`config.mk`:
```
export PLATFORM = sky130hd
export DESIGN_NAME = life_array_flat
export DESIGN_NICKNAME = d
export VERILOG_FILES = /design/src/rtl/life_pkg.sv /design/src/rtl/life_array_if.sv /design/src/rtl/life_cell_rule.sv /design/src/rtl/life_array.sv /design/src/flat_wrapper.sv
export SDC_FILE = /design/constraint.sdc
export NUM_CORES = 1
export LEC_CHECK = 0
export ABC_AREA = 1
export CAP_MARGIN = 20
export CORE_MARGIN = 4
export CORE_UTILIZATION = 25
export CTS_BUF_LIST = sky130_fd_sc_hd__clkbuf_8
export DETAILED_ROUTE_END_ITERATION = 8
export PLACE_DENSITY = 0.49
export SLEW_MARGIN = 20
export SYNTH_ARGS = -nofsm -noshare
export SYNTH_HDL_FRONTEND = slang
export SYNTH_SLANG_ARGS = --single-unit
```
`constraint.sdc`:
```
create_clock -name clk -period 14.74 [get_ports clk]
set_clock_uncertainty 0.05 [all_clocks]
set_input_delay 2.948 -clock clk [delete_from_list [all_inputs] [get_ports clk]]
set_output_delay 2.948 -clock clk [all_outputs]
set_load 0.02 [all_outputs]
```
`src/rtl/life_pkg.sv`:
```
// Shared constants and cell-to-quadrant mapping for the life_array cell store.
package life_pkg;
  localparam logic [1:0] Q_TL = 2'd0;
  localparam logic [1:0] Q_TR = 2'd1;
  localparam logic [1:0] Q_BL = 2'd2;
  localparam logic [1:0] Q_BR = 2'd3;

  localparam logic [3:0] BIRTH      = 4'd3;
  localparam logic [3:0] SURVIVE_LO = 4'd2;
  localparam logic [3:0] SURVIVE_HI = 4'd3;

  typedef struct packed {
    logic [1:0] quad;
    int         idx;
  } cell_loc_t;

  // LSB of a quadrant word is that quadrant's top-left cell, row-major.
  function automatic cell_loc_t cell_loc(int r, int c, int h);
    cell_loc_t l;
    if (r >= h) l.quad = (c >= h) ? Q_BR : Q_BL;
    else        l.quad = (c >= h) ? Q_TR : Q_TL;
    l.idx = (r % h) * h + (c % h);
    return l;
  endfunction
endpackage

```
`src/rtl/life_array_if.sv`:
```
// Strobe, pattern-memory and status bundle between controller and life_array.
interface life_array_if #(
  parameter int SIZE  = 8,
  parameter int GEN_W = 16
);
  localparam int H     = SIZE / 2;
  localparam int QW    = H * H;
  localparam int POP_W = $clog2(SIZE * SIZE) + 1;

  logic             write_array;
  logic             run;
  logic [1:0]       pos;
  logic             write_mem;
  logic [QW-1:0]    mem_rdata;
  logic [QW-1:0]    mem_wdata;
  logic             mem_we;
  logic [1:0]       mem_addr;
  logic [GEN_W-1:0] generation;
  logic [POP_W-1:0] population;
  logic             still_life;

  modport master (
    output write_array, run, pos, write_mem, mem_rdata,
    input  mem_wdata, mem_we, mem_addr, generation, population, still_life
  );
  modport slave (
    input  write_array, run, pos, write_mem, mem_rdata,
    output mem_wdata, mem_we, mem_addr, generation, population, still_life
  );
endinterface

```
`src/rtl/life_cell_rule.sv`:
```
// Next-state rule for one cell from its eight neighbours.
module life_cell_rule
  import life_pkg::*;
(
  input  logic [7:0] nbr,
  input  logic       cur,
  output logic       nxt
);
  logic [3:0] sum;

  always_comb begin
    sum = '0;
    for (int i = 0; i < 8; i++) sum = sum + 4'(nbr[i]);
  end

  assign nxt = (sum == BIRTH) || (cur && (sum >= SURVIVE_LO) && (sum <= SURVIVE_HI));
endmodule

```
`src/rtl/life_array.sv`:
```
// SIZE x SIZE Game of Life grid: quadrant load/write-back and one-clock generation step.
// Define LIFE_TORUS_EN to wrap neighbours toroidally; otherwise off-grid cells are dead.
module life_array
  import life_pkg::*;
#(
  parameter int SIZE  = 8,
  parameter int GEN_W = 16
) (
  input  logic         clk,
  input  logic         reset,
  life_array_if.slave  bus
);
  localparam int H     = SIZE / 2;
  localparam int QW    = H * H;
  localparam int POP_W = $clog2(SIZE * SIZE) + 1;

  logic [SIZE-1:0][SIZE-1:0] grid, next_grid, load_bits, load_mask;
  logic [SIZE+1:0][SIZE+1:0] pad;
  logic [3:0][QW-1:0]        quads;
  logic [POP_W-1:0]          pop;

  // Grid with a one-cell border so every rule instance sees a full 3x3 window.
  always_comb begin
    pad = '0;
    for (int r = 0; r < SIZE; r++)
      for (int c = 0; c < SIZE; c++)
        pad[r+1][c+1] = grid[r][c];
`ifdef LIFE_TORUS_EN
    for (int i = 0; i < SIZE; i++) begin
      pad[0][i+1]      = grid[SIZE-1][i];
      pad[SIZE+1][i+1] = grid[0][i];
      pad[i+1][0]      = grid[i][SIZE-1];
      pad[i+1][SIZE+1] = grid[i][0];
    end
    pad[0][0]           = grid[SIZE-1][SIZE-1];
    pad[0][SIZE+1]      = grid[SIZE-1][0];
    pad[SIZE+1][0]      = grid[0][SIZE-1];
    pad[SIZE+1][SIZE+1] = grid[0][0];
`endif
  end

  for (genvar r = 0; r < SIZE; r++) begin : g_row
    for (genvar c = 0; c < SIZE; c++) begin : g_col
      localparam cell_loc_t LOC = cell_loc(r, c, H);
      assign quads[LOC.quad][LOC.idx] = grid[r][c];
      assign load_bits[r][c]          = bus.mem_rdata[LOC.idx];
      assign load_mask[r][c]          = (bus.pos == LOC.quad);
      life_cell_rule u_rule (
        .nbr ({pad[r][c],   pad[r][c+1],   pad[r][c+2],
               pad[r+1][c],                pad[r+1][c+2],
               pad[r+2][c], pad[r+2][c+1], pad[r+2][c+2]}),
        .cur (grid[r][c]),
        .nxt (next_grid[r][c])
      );
    end
  end

  always_comb begin
    pop = '0;
    for (int r = 0; r < SIZE; r++)
      for (int c = 0; c < SIZE; c++)
        pop = pop + POP_W'(grid[r][c]);
  end
  assign bus.population = pop;

  // Write-back samples the pre-edge grid; load wins over run.
  always_ff @(posedge clk or posedge reset) begin
    if (reset) begin
      grid           <= '0;
      bus.generation <= '0;
      bus.still_life <= 1'b0;
      bus.mem_we     <= 1'b0;
      bus.mem_wdata  <= '0;
      bus.mem_addr   <= '0;
    end else begin
      bus.mem_we <= bus.write_mem;
      if (bus.write_mem) begin
        bus.mem_wdata <= quads[bus.pos];
        bus.mem_addr  <= bus.pos;
      end
      if (bus.write_array) begin
        grid <= (grid & ~load_mask) | (load_bits & load_mask);
      end else if (bus.run) begin
        grid           <= next_grid;
        bus.generation <= bus.generation + GEN_W'(1);
        bus.still_life <= (next_grid == grid);
      end
    end
  end
endmodule

```
`src/flat_wrapper.sv`:
```
// flat-port wrapper written by rule: the top's interface ports become plain ports
module life_array_flat import life_pkg::*;
#(
  parameter int SIZE  = 8,
  parameter int GEN_W = 16
)
  (clk, reset, bus_write_array, bus_run, bus_pos, bus_write_mem, bus_mem_rdata, bus_mem_wdata, bus_mem_we, bus_mem_addr, bus_generation, bus_population, bus_still_life);
  life_array_if #(.SIZE(SIZE), .GEN_W(GEN_W)) bus_i ();
  input  logic clk;
  input  logic reset;
  input wire logic [$bits(bus_i.write_array)-1:0] bus_write_array;
  input wire logic [$bits(bus_i.run)-1:0] bus_run;
  input wire logic [$bits(bus_i.pos)-1:0] bus_pos;
  input wire logic [$bits(bus_i.write_mem)-1:0] bus_write_mem;
  input wire logic [$bits(bus_i.mem_rdata)-1:0] bus_mem_rdata;
  output wire logic [$bits(bus_i.mem_wdata)-1:0] bus_mem_wdata;
  output wire logic [$bits(bus_i.mem_we)-1:0] bus_mem_we;
  output wire logic [$bits(bus_i.mem_addr)-1:0] bus_mem_addr;
  output wire logic [$bits(bus_i.generation)-1:0] bus_generation;
  output wire logic [$bits(bus_i.population)-1:0] bus_population;
  output wire logic [$bits(bus_i.still_life)-1:0] bus_still_life;
  assign bus_i.write_array = bus_write_array;
  assign bus_i.run = bus_run;
  assign bus_i.pos = bus_pos;
  assign bus_i.write_mem = bus_write_mem;
  assign bus_i.mem_rdata = bus_mem_rdata;
  assign bus_mem_wdata = bus_i.mem_wdata;
  assign bus_mem_we = bus_i.mem_we;
  assign bus_mem_addr = bus_i.mem_addr;
  assign bus_generation = bus_i.generation;
  assign bus_population = bus_i.population;
  assign bus_still_life = bus_i.still_life;
  life_array #(.SIZE(SIZE), .GEN_W(GEN_W)) u_core (.clk(clk), .reset(reset), .bus(bus_i));
endmodule
```
==> impl_metrics.tcl, run 1 <==
set metrics [dict create \
    die_w_um 262 \
    use_met3_pct 4.11 \
    fin_crit_sh_pct 69.7 \
    cts_buffers 9 \
    wirelength_mm 58.5 \
    tns_ns 0 \
    dr.pass1.iters 5 \
    synthArstFlopShare_pct 100 \
    clk_pin_slew_worst_paths_ns 0.12 \
    yosysWarnings 0 \
    ys_ff_latch 100 \
    clock_path_buffers 2 \
    postCtsHoldBufs 0 \
    use_met1_pct 22.8 \
    startpoint_type "flip-flop" \
    hpwl_mm 47.1 \
    routedWlPerCell_um 20.2 \
    fin_crit_ns 10.28 \
    synth_area_mm2 0.0162 \
    ys_seq_area_share_pct 15.5 \
    synthCells 1987 \
    synthToLayoutAreaGrowth_pct 12.0 \
    drt_iter0_markers 1152 \
    grt_max_degree 54 \
    h-tree-depth 3 \
    layout_common_cells "inv_1, nand2_1, fa_1" \
    reg2reg_slack_ns 9.86 \
    io_buffers 65 \
    cts_tree "built" \
    syn_avg_cell_area_um2 8.14 \
    hold_viol_final 0 \
    status "completed" \
    antenna_left 0 \
    cp-end-kind "output pin" \
    cts_setup_buffers 0 \
    maxCapViolations 0 \
    critPathKind "reg -> out" \
    slew_viol_final 0 \
    grt_pass1_vias 14000 \
    avgViaCountPerCell 4.69 \
    synth_edf_count 0 \
    design_area_mm2 0.0181 \
    max_slew.worst_pin.slew_ns 1.03 \
    core_region_area_mm2 0.0635 \
    drive_gt1_share_pct 2.78 \
    cp.required_ns 11.74 \
    busiest_layer "met2" \
    relSlewSlack_pct 31.0 \
    rsz0062_at_grt "no" \
    rows 92 \
    dieArea_mm2 0.0688 \
    hold_path_class "reg -> reg" \
    setup_violations 0 \
    gp_congestion 0.935 \
    drc 0 \
    syn_nets 2429 \
    start_util_pct 25.4 \
    vias 13600 \
    die_h_um 262 \
    cts-root-buf "clkbuf_8" \
    grt_antenna_before_repair 1 \
    clk_latency_ns 0.47 \
    io_pins 66 \
    place_area_mm2 0.0179 \
    critPathArrivalTime_ns 7.28 \
    gr-total-overflow 0 \
    postCtsResizedCells 0 \
    clkSinkCount 100 \
    nNetsFinal 2488 \
    grtUsageTotal_pct 17.1 \
    final_common_cell "inv_1" \
    crit_fanout 9 \
    grt_pass1_wl_mm 88.5 \
    synthDistinctLibCells 40 \
    grt.met2_usage_pct 26.4 \
    fmax_ghz 0.0973 \
    synthFlopType "dfrtp_1" \
]
[path summary, 6_finish.rpt]
| kind | start | end | depth (start not counted) |
|---|---|---|---|
| max reg2reg | flip-flop | u_core.bus.still_life | 15 |
| min | u_core.bus.generation[15] | u_core.bus.generation[15] | 1 |
| min in group asynchronous | reset | u_core.bus.generation[15] | 2 |
| max in group asynchronous | reset | asynchronous set/reset pin | 3 |
| max | flip-flop | bus_population[5] | 22 |
| min reg2reg | u_core.bus.generation[15] | u_core.bus.generation[15] | 1 |
[cell usage after synthesis (5+ instances only)]
cell	instances	share of area, %
o22ai_1	11	0.43
a31oi_1	8	0.31
nand3_1	88	2.7
dfrtp_1	100	15
inv_1	489	11
a21oi_1	68	2.1
a21boi_0	13	0.60
nor3_1	5	0.15
ha_1	169	13
o21ai_0	71	2.2
nand2_1	372	8.6
fa_1	250	31
nand3b_1	14	0.65
xor2_1	11	0.60
a221oi_1	11	0.60
nand4_1	28	1.1
a22oi_1	47	2.2
xnor2_1	7	0.38
nor2_1	153	3.6
clkbuf_1	21	0.49
o2111ai_1	7	0.38
buf_2	8	0.25
[kinds of logic (layout without fill, tap and decap cells)]
| kind of cell | Yosys count | after routing | share of synthesized area (%) |
|---|---|---|---|
| AO/OA/AOI/OAI | 248 | 248 | 9.39 |
| XOR/XNOR | 18 | 18 | 0.975 |
| adder cells (fa/ha/maj) | 419 | 419 | 44.0 |
| buffers and inverters | 524 | 588 | 12.2 |
| flip-flops | 100 | 100 | 15.5 |
| other | 0 | 2 | 0 |
| AND/OR/NAND/NOR | 678 | 678 | 17.9 |
[area by class of cell]
type | count | area [µm²]
fillers | 6880 | 45400
multi-input cells | 1363 | 11700
flip-flops and latches | 100 | 2500
inverters | 491 | 1850
well taps | 846 | 1060
repair buffers | 81 | 761
clock buffers | 9 | 124
clock inverters | 7 | 97.6
diodes | 2 | 5.00
[per-layer routing]
| metal | routed length (µm) | part of all wire, % | vias to the layer above |
|---|---|---|---|
| li1 | - | - | 6267 |
| met1 | 25200 | 43 | 6796 |
| met2 | 26100 | 45 | 433 |
| met3 | 4550 | 7.8 | 90 |
| met4 | 2590 | 4.4 | 0 |
| met5 | 0 | 0 | - |
[worst max-delay path, stage by stage (launching register included)]
cell             delay (ns)
dfrtp_1                0.46
inv_1                  0.32
fa_1                   0.60
inv_1                  0.05
fa_1                   0.41
fa_1                   0.54
inv_1                  0.06
fa_1                   0.53
inv_1                  0.05
fa_1                   0.54
fa_1                   0.48
fa_1                   0.55
inv_1                  0.06
fa_1                   0.54
inv_1                  0.07
ha_1                   0.29
nand3_1                0.09
nand2_1                0.08
a21oi_1                0.14
nor2_1                 0.05
nor2_1                 0.12
xor2_1                 0.16
clkdlybuf4s50_1        0.62
[through the flow]
step           worst slack [ns]  util (%)  std cells  hold slack [ns]
2_1_floorplan              5.82         -       1987            0.508
3_3_place_gp               4.97      28.1       2881            0.411
3_5_place_dp               4.94      28.1       2881            0.412
4_1_cts                    4.37      28.5       2897            0.440
5_1_grt                    4.02      28.5       2898            0.475
6_report                   4.46      28.5       2899            0.427
Power of run 1 is not shown: default switching activity piles up to over one toggle a cycle in this logic, so the estimate is an artifact.
==> run 2, diff against run 1 <==
==> constraint.sdc (replaced) <==
create_clock -name clk -period 10 [get_ports clk]
set_clock_uncertainty 0.05 [all_clocks]
set_input_delay 2 -clock clk [delete_from_list [all_inputs] [get_ports clk]]
set_output_delay 2 -clock clk [all_outputs]
set_load 0.02 [all_outputs]
==> run 2 against run 1 <==
Die area unchanged. Via count up 0.63%. Sequential cell count stayed put. First-iteration DRC count shrank 5.0%. Design area rose by 0.14%. Critical path depth stayed put. Worst setup slack worse by 3.8 ns. Sequential share of layout area about the same. Non-clock buffer count increased by 8. Count of clock-buffer cells in the layout did not move.
==> impl_metrics.tcl, run 2 (same netlist as run 1, synthesis figures left out) <==
set metrics [dict create \
    postCtsHoldBufs 0 \
    startpoint_type "flip-flop" \
    max_slew.worst_pin.slew_ns 1.13 \
    die_w_um 262 \
    vias 13700 \
    dieArea_mm2 0.0688 \
    grt_pass1_vias 13900 \
    hold_viol_final 0 \
    avgViaCountPerCell 4.70 \
    grt_pass1_wl_mm 89.3 \
    drt_iter0_markers 1094 \
    hold_path_class "reg -> reg" \
    cts_buffers 9 \
    cts-root-buf "clkbuf_8" \
    io_pins 66 \
    critPathArrivalTime_ns 7.27 \
    cts_setup_buffers 0 \
    gp_congestion 0.943 \
    start_util_pct 25.4 \
    io_buffers 65 \
    fin_util_pct 28.5 \
    antenna_left 0 \
    cts_tree "built" \
    clkSinkCount 100 \
    fin_crit_ns 9.32 \
    clk_pin_slew_worst_paths_ns 0.13 \
    place_area_mm2 0.0179 \
    clock_path_buffers 2 \
    dr.pass1.iters 6 \
    layout_common_cells "inv_1, nand2_1, fa_1" \
    fmax_ghz 0.107 \
    hpwl_mm 47.0 \
    cp-end-kind "output pin" \
    hold_path.startpoint "u_core.bus.generation[15]" \
    cp.required_ns 7.95 \
    tns_ns 0 \
    holdPathStages 1 \
    grtUsageTotal_pct 17.1 \
    rsz0062_at_grt "no" \
    setup_violations 0 \
    routedWlPerCell_um 20.1 \
    drc 0 \
    die_h_um 262 \
    nNetsFinal 2496 \
    status "completed" \
    grt_antenna_before_repair 2 \
    maxCapViolations 0 \
    postCtsResizedCells 0 \
    reg2regPathDepth 19 \
    final_common_cell "inv_1" \
    wirelength_mm 58.5 \
    h-tree-depth 3 \
    design_area_mm2 0.0181 \
    relSlewSlack_pct 24.3 \
    slew_viol_final 0 \
    rows 92 \
    critPathKind "reg -> out" \
    core_region_area_mm2 0.0635 \
    fin_crit_sh_pct 93.2 \
    synthToLayoutAreaGrowth_pct 12.1 \
    clk_latency_ns 0.48 \
    gr-total-overflow 0 \
    grt_max_degree 54 \
    holdWs_ns 0.431 \
    crit_fanout 9 \
    drive_gt1_share_pct 3.16 \
]
run 2: changes by cell type in the layout (fill, tap and decap cells not counted), sizes merged:
cell      delta
bufinv       -1
diode        -1
buf          +8
clkinvlp     -1
clkinv       +2
run 2: per-layer routing:
metal  vias up  global-route usage (%)  part of all wire, %
met5         -                       0                0.026
li1       6292                       -                    -
met1      6832                    23.8                   45
met2       455                    26.8                   45
met4         2                    6.35                  3.9
met3        90                    2.65                  6.5
run 2: final timing paths:
kind	slack, ns	endpoint
worst max register to register	5.09	u_core.bus.still_life
min in group asynchronous	1.97	u_core.bus.generation[15]
worst max-delay path	0.68	bus_population[5]
max in group asynchronous	6.58	asynchronous set/reset pin
worst min register to register	0.43	u_core.bus.generation[15]
worst min-delay path	0.43	u_core.bus.generation[15]
run 2: critical path, cell delays in order, from the launching register on:
cell,delay [ns]
dfrtp_1,0.46
inv_1,0.31
fa_1,0.61
inv_1,0.06
fa_1,0.42
fa_1,0.54
inv_1,0.05
fa_1,0.53
inv_1,0.05
fa_1,0.54
fa_1,0.48
fa_1,0.55
inv_1,0.05
fa_1,0.53
inv_1,0.07
ha_1,0.29
nand3_1,0.08
nand2_1,0.08
a21oi_1,0.15
nor2_1,0.06
nor2_1,0.11
xor2_1,0.15
clkdlybuf4s50_1,0.62
run 2: metrics by stage:
| stage | std cells | setup slack, ns |
|---|---|---|
| 2_1_floorplan | 1987 | 2.03 |
| 3_3_place_gp | 2889 | 1.19 |
| 3_5_place_dp | 2889 | 1.17 |
| 4_1_cts | 2905 | 0.601 |
| 5_1_grt | 2906 | 0.335 |
| 6_report | 2906 | 0.678 |
run 2: final cells by class:
| cell class | count | area [µm²] |
|---|---|---|
| Fill cell | 6864 | 45400 |
| Multi-Input combinational cell | 1363 | 11700 |
| Sequential cell | 100 | 2500 |
| Inverter | 491 | 1850 |
| Tap cell | 846 | 1060 |
| Timing Repair Buffer | 89 | 821 |
| Clock buffer | 9 | 124 |
| Clock inverter | 7 | 73.8 |
| Antenna cell | 1 | 2.50 |
Power of run 2 is left out for the same reason.
==> run 3, diff against run 2 <==
--- a/config.mk
+++ b/config.mk
@@ -6,7 +6,6 @@
 export NUM_CORES = 1
 export LEC_CHECK = 0
 export ABC_AREA = 1
-export CAP_MARGIN = 20
 export CORE_MARGIN = 4
 export CORE_UTILIZATION = 25
 export CTS_BUF_LIST = sky130_fd_sc_hd__clkbuf_8
==> results of run 3 <==
Final layout, timing and power as in run 2 (identical DEF).
Power of run 3 is left out for the same reason.
